**config.mk**
```make
export PLATFORM = sky130hd
export DESIGN_NAME = tx_flit_arbiter
export DESIGN_NICKNAME = d
export VERILOG_FILES = /design/src/rtl/tx_flit_arbiter_pkg.sv /design/src/rtl/rr_pick_comb.sv /design/src/rtl/tx_flit_arbiter.sv
export SDC_FILE = /design/constraint.sdc
export NUM_CORES = 1
export LEC_CHECK = 0
export BUFFER_PORTS_ARGS = -buffer_cell sky130_fd_sc_hd__buf_2
export CORE_UTILIZATION = 39
export DETAILED_ROUTE_END_ITERATION = 7
export HOLD_SLACK_MARGIN = 0.05
export PLACE_DENSITY_LB_ADDON = 0.25
export SYNTH_ARGS = -nofsm -noshare
export SYNTH_HDL_FRONTEND = slang
export SYNTH_SLANG_ARGS = --single-unit
```
**constraint.sdc**
```tcl
create_clock -name clk -period 2.5 [get_ports clk]
set_input_delay 0.125 -clock clk [delete_from_list [all_inputs] [get_ports clk]]
set_output_delay 0.125 -clock clk [all_outputs]
set_load 0.05 [all_outputs]
```
**src/rtl/tx_flit_arbiter_pkg.sv**
```systemverilog
// Shared types for the TX flit arbiter: flit layout, channel-index helper and grant record.
package types;

  typedef struct packed {
    logic [3:0]  src;
    logic [11:0] payload;
  } flit_t;

  // Channel index width for up to 8 channels.
  localparam int CH_W_MAX = 3;

  function automatic int ch_w(input int n_ch);
    return $clog2(n_ch);
  endfunction

  typedef struct packed {
    logic [CH_W_MAX-1:0] index;
    logic                aged;
  } arb_grant_t;

endpackage

```
**src/rtl/rr_pick_comb.sv**
```systemverilog
// Round-robin picker: first requesting index at or after ptr, wrapping, as a one-hot grant.
module rr_pick_comb #(
  parameter int N     = 3,
  parameter int PTR_W = $clog2(N)
) (
  input  logic [N-1:0]     req,
  input  logic [PTR_W-1:0] ptr,
  output logic [N-1:0]     grant
);

  int   idx;
  logic found;

  always_comb begin
    grant = '0;
    found = 1'b0;
    idx   = 0;
    for (int off = 0; off < N; off++) begin
      idx = int'(ptr) + off;
      if (idx >= N) idx = idx - N;
      if (!found && req[idx[PTR_W-1:0]]) begin
        grant[idx[PTR_W-1:0]] = 1'b1;
        found                 = 1'b1;
      end
    end
  end

endmodule

```
**src/rtl/tx_flit_arbiter.sv**
```systemverilog
// Single-slot flit arbiter: aged channels, then channel 0, then round-robin over 1..N_CH-1.
// Define TX_ARB_AGING_EN to enable per-channel starvation counters and aged promotion.
module tx_flit_arbiter
  import types::*;
#(
  parameter int N_CH      = 3,
  parameter int AGE_LIMIT = 8,
  localparam int CH_W     = ch_w(N_CH)
) (
  input  logic                  clk,
  input  logic                  rst_n,
  input  flit_t [N_CH-1:0]      in_flit,
  input  logic  [N_CH-1:0]      in_valid,
  output logic  [N_CH-1:0]      in_ready,
  output flit_t                 out_flit,
  output logic                  out_valid,
  input  logic                  out_ready,
  output logic  [CH_W-1:0]      out_ch,
  output logic                  aged_grant
);

  logic            can_load;
  logic            any_req;
  logic            load;
  logic [N_CH-1:0] rr_req;
  logic [N_CH-1:0] rr_grant;
  logic [N_CH-1:0] aged_vec;
  logic [N_CH-1:0] grant_vec;
  logic [CH_W-1:0] gnt_idx;
  arb_grant_t      gnt;

  logic [CH_W-1:0] rr_ptr_reg, rr_ptr_next;
  flit_t           out_flit_reg;
  logic [CH_W-1:0] out_ch_reg;
  logic            out_valid_reg;
  logic            aged_grant_reg;

  assign can_load = !out_valid_reg || out_ready;
  assign rr_req   = {in_valid[N_CH-1:1], 1'b0};

  rr_pick_comb #(.N(N_CH), .PTR_W(CH_W)) u_rr_pick (
    .req   (rr_req),
    .ptr   (rr_ptr_reg),
    .grant (rr_grant)
  );

  always_comb begin
    gnt = '0;
    if (|aged_vec) begin
      gnt.aged = 1'b1;
      for (int i = N_CH - 1; i >= 1; i--)
        if (aged_vec[i]) gnt.index = CH_W_MAX'(i);
    end else if (!in_valid[0]) begin
      for (int i = 1; i < N_CH; i++)
        if (rr_grant[i]) gnt.index = CH_W_MAX'(i);
    end
  end

  assign any_req   = in_valid[0] || (|rr_grant) || (|aged_vec);
  assign gnt_idx   = CH_W'(gnt.index);
  assign grant_vec = any_req ? (N_CH'(1) << gnt_idx) : '0;
  // Gate with rst_n as well so in_ready is quiet the instant reset asserts.
  assign in_ready  = (rst_n && can_load) ? grant_vec : '0;
  assign load      = |(in_ready & in_valid);

  always_comb begin
    rr_ptr_next = rr_ptr_reg;
    if (load && !gnt.aged && gnt_idx != '0)
      rr_ptr_next = (gnt_idx == CH_W'(N_CH - 1)) ? CH_W'(1) : CH_W'(gnt_idx + 1'b1);
  end

  always_ff @(posedge clk or negedge rst_n) begin
    if (!rst_n) begin
      rr_ptr_reg     <= CH_W'(1);
      out_flit_reg   <= '0;
      out_ch_reg     <= '0;
      out_valid_reg  <= 1'b0;
      aged_grant_reg <= 1'b0;
    end else begin
      rr_ptr_reg     <= rr_ptr_next;
      aged_grant_reg <= load && gnt.aged;
      if (load) begin
        out_flit_reg  <= in_flit[gnt_idx];
        out_ch_reg    <= gnt_idx;
        out_valid_reg <= 1'b1;
      end else if (out_ready) begin
        out_valid_reg <= 1'b0;
      end
    end
  end

`ifdef TX_ARB_AGING_EN
  localparam int AGE_W = $clog2(AGE_LIMIT + 1);

  assign aged_vec[0] = 1'b0;

  // Counters only advance when a load could happen, so stalls never age a channel.
  for (genvar gi = 1; gi < N_CH; gi++) begin : g_age
    logic [AGE_W-1:0] age_reg;

    always_ff @(posedge clk or negedge rst_n) begin
      if (!rst_n)
        age_reg <= '0;
      else if (!in_valid[gi] || (load && grant_vec[gi]))
        age_reg <= '0;
      else if (can_load && age_reg != AGE_W'(AGE_LIMIT))
        age_reg <= age_reg + 1'b1;
    end

    assign aged_vec[gi] = in_valid[gi] && (age_reg == AGE_W'(AGE_LIMIT));
  end
`else
  assign aged_vec = '0;
`endif

  assign out_flit   = out_flit_reg;
  assign out_ch     = out_ch_reg;
  assign out_valid  = out_valid_reg;
  assign aged_grant = aged_grant_reg;

endmodule

```
==> flow_summary_export.csv <==
group,metric,value,unit
status,status,"finished, violations left",
status,violations,"negative setup slack",
logic_synthesis,ys.flop_type,"dfrtp_1",
cells_and_area,final_cell_mix,"buf_2, dfrtp_1, buf_4",
worst_hold_path,hp-class,"input pin to flip-flop",
route,drt-initial-drc-count,109,
timing,hold_violations,0,
timing,fin_crit_sh,105.7,%
worst_setup_path,path_delay_family,"simple AND/OR/NAND/NOR gates",
place,port_buffers,75,
place,dp_hpwl,2.638,mm
worst_setup_path,r2r_setup_slack,-120,ps
timing,rsz0062_at_grt,"true",
logic_synthesis,synth_edf_count,0,
logic_synthesis,ys_warn_count,0,
floorplanning,die_x,59.09,um
cells_and_area,largest_reg_flops,16,
logic_synthesis,synth.area.top_cells,"dfrtp_1, a222oi_1, a21oi_1",
clock_network,cts_max_path_buffers,2,
worst_setup_path,crit_type,"flip-flop to primary output",
logic_synthesis,synth_top_area_cell,"dfrtp_1",
cells_and_area,post-route-util,67.60,%
cells_and_area,final_common_cell,"buf_2",
global_route,grt_pass1_vias,1268,
floorplanning,dieArea,0.003492,mm2
place,routabilityCongestion,0.8253,
route,ant_nets,0,
global_route,gr-usage-met3,5.895,%
timing,slew_viol_final,0,
route,drt_first_pass_iters,5,
logic_synthesis,netlist_area,0.001271,mm2
global_route,use_met1,26.42,%
cells_and_area,regArea,526.8,um2
global_route,track_usage,21.77,%
clock_network,clock-root-buffer,"clkbuf_4",
clock_network,htreeDepth,1,
cells_and_area,stdcell_area,0.002081,mm2
global_route,grt_pass1_wl,5.699,mm
logic_synthesis,yosys_register_bits,21,
logic_synthesis,syn_avg_cell_area,9.854,um2
global_route,top_usage_layer,"met2",
power,p_per_area,1439,mW/mm2
global_route,overflow,0,
cells_and_area,area_growth,63.68,%
route,via_per_inst,5.356,
power,ir_drop,0.9047,mV
global_route,grtUsageMet2,37.66,%
worst_setup_path,critical-path-slowest-cell,"dfstp_2",
floorplanning,die_y,59.09,um
logic_synthesis,synth_nets,187,
cells_and_area,nFillCells,237,
worst_setup_path,worstSetupEndpointType,"primary output",
worst_setup_path,critPathLaunchType,"flip-flop",
logic_synthesis,synthArstFlopShare,100.0,%
logic_synthesis,syn_inst,129,
global_route,grt_start_max_net_pins,22,
timing,setup_viol,17,
floorplanning,start_util,41.30,%
route,vias,1446,
timing,fin_ws,-141.8,ps
floorplanning,ios,77,
cells_and_area,drive_above_1_share,56.64,%
clock_network,path_clk_slew,110,ps
timing,clock.fmax,0.3785,GHz
worst_setup_path,cp_cell_sequence,"inv_2, ha_4, and3b_2, a41oi_4, nand3b_4, nor3b_4, buf_12, nand2_8, inv_4, buf_8",
timing,fin_hold_ws,107.6,ps
cells_and_area,antennaDiodeCount,0,
worst_setup_path,cp.required,2380,ps
worst_setup_path,critPathBufInv,4,
power,p_leak,1.014,nW
route,drc,0,
floorplanning,fp-row-count,20,
clock_network,clkLatencyLatePin,300,ps
cells_and_area,multi_input_comb_area,773.2,um2
logic_synthesis,ys_seq_area_share,41.44,%
clock_network,cts.sinks,21,
place,placed_area,0.001715,mm2
clock_network,cts_tree,"built",
route,wirelength,3.972,mm
timing,min_period,2642,ps
cells_and_area,nets,285,
route,wl_per_cell,14.71,um
timing,skew,2.833,ps
worst_setup_path,cp_max_fo,7,
global_route,antenna_found_initial,0,
flow_run,drv_cap,0,
floorplanning,coreArea,0.003078,mm2
worst_setup_path,max_stage_delay,590,ps
logic_synthesis,yosysUniqueCellTypes,38,
logic_synthesis,synth_top_area_share,39.37,%
timing,tns,-1300,ps
clock_network,cts_buffers,3,
worst_setup_path,critPathArrivalTime,2520,ps
==> metal layers <==
layer  share of wire [%]  up-vias
met5                   0        -
met2                  53       68
met1                  41      688
met4                0.48        0
li1                    -      688
met3                 6.0        2
==> repair_timing <==
item | CTS | global route
resized for setup | 17 | 20
endpoints found under the setup margin | 19 | 19
hold buffers | 1 | 0
pin swaps | 20 | 21
buffers inserted | 6 | 10
endpoints found under the hold margin | 20 | 0
cloned | 1 | 0
==> tightest hold or removal path, cell delays in order <==
cell and delay (ps):
buf_2 80, a222oi_1 50, a21oi_1 120
==> cell usage after synthesis (3+ instances only) <==
master / count
a21oi_1: 16
a222oi_1: 16
and2_1: 3
buf_4: 3
buf_6: 4
dfrtp_1: 20
ha_1: 4
inv_1: 5
nand2_1: 7
nor2_1: 16
nor2b_1: 4
==> cells by family (layout without fill, tap and decap cells) <==
| group | after synthesis | after routing | synth area share (%) |
|---|---|---|---|
| AO/OA/AOI/OAI | 48 | 48 | 29.53 |
| AND/OR/NAND/NOR | 39 | 39 | 16.44 |
| flip-flops | 21 | 21 | 41.44 |
| buffers and inverters | 16 | 113 | 8.366 |
| adder cells (fa/ha/maj) | 4 | 4 | 3.937 |
| other | 1 | 1 | 0.2950 |
==> cell type report <==
class                           count  area share, %
Clock buffer                        4          1.263
Inverter                            7          1.383
Multi-Input combinational cell     92          37.16
Sequential cell                    21          25.32
Tap cell                           44          2.646
Timing Repair Buffer              102          32.23
==> where the power goes <==
group          total (mW)  internal, mW  switching (mW)
combinational        2.23         0.891            1.34
clock               0.161        0.0622          0.0988
sequential          0.603         0.511          0.0917
==> per-stage QoR <==
| stage | setup slack [ps] | power (mW) | instances |
|---|---|---|---|
| 2_1_floorplan | 72.58 | 1.920 | 129 |
| 3_3_place_gp | -34.73 | 2.261 | 248 |
| 3_5_place_dp | -124.6 | 2.307 | 248 |
| 4_1_cts | -88.14 | 2.691 | 260 |
| 5_1_grt | -261.2 | 3.186 | 270 |
| 6_report | -141.8 | 2.995 | 270 |
==> worst paths after layout <==
path	startpoint	end	depth (start not counted)
max in group asynchronous	rst_n	rr_ptr_reg[0]$_DFFE_PN1P_	3
worst min register to register	out_ch[1]$_DFFE_PN0P_	out_ch[1]$_DFFE_PN0P_	1
worst min-delay path	in_flit[13]	out_flit[13]$_DFFE_PN0P_	3
min in group asynchronous	rst_n	out_flit[8]$_DFFE_PN0P_	3
worst max register to register	rr_ptr_reg[0]$_DFFE_PN1P_	out_flit[3]$_DFFE_PN0P_	10
worst max-delay path	rr_ptr_reg[0]$_DFFE_PN1P_	in_ready[1]	10
No activity file was read; power rests on OpenSTA's default activity.
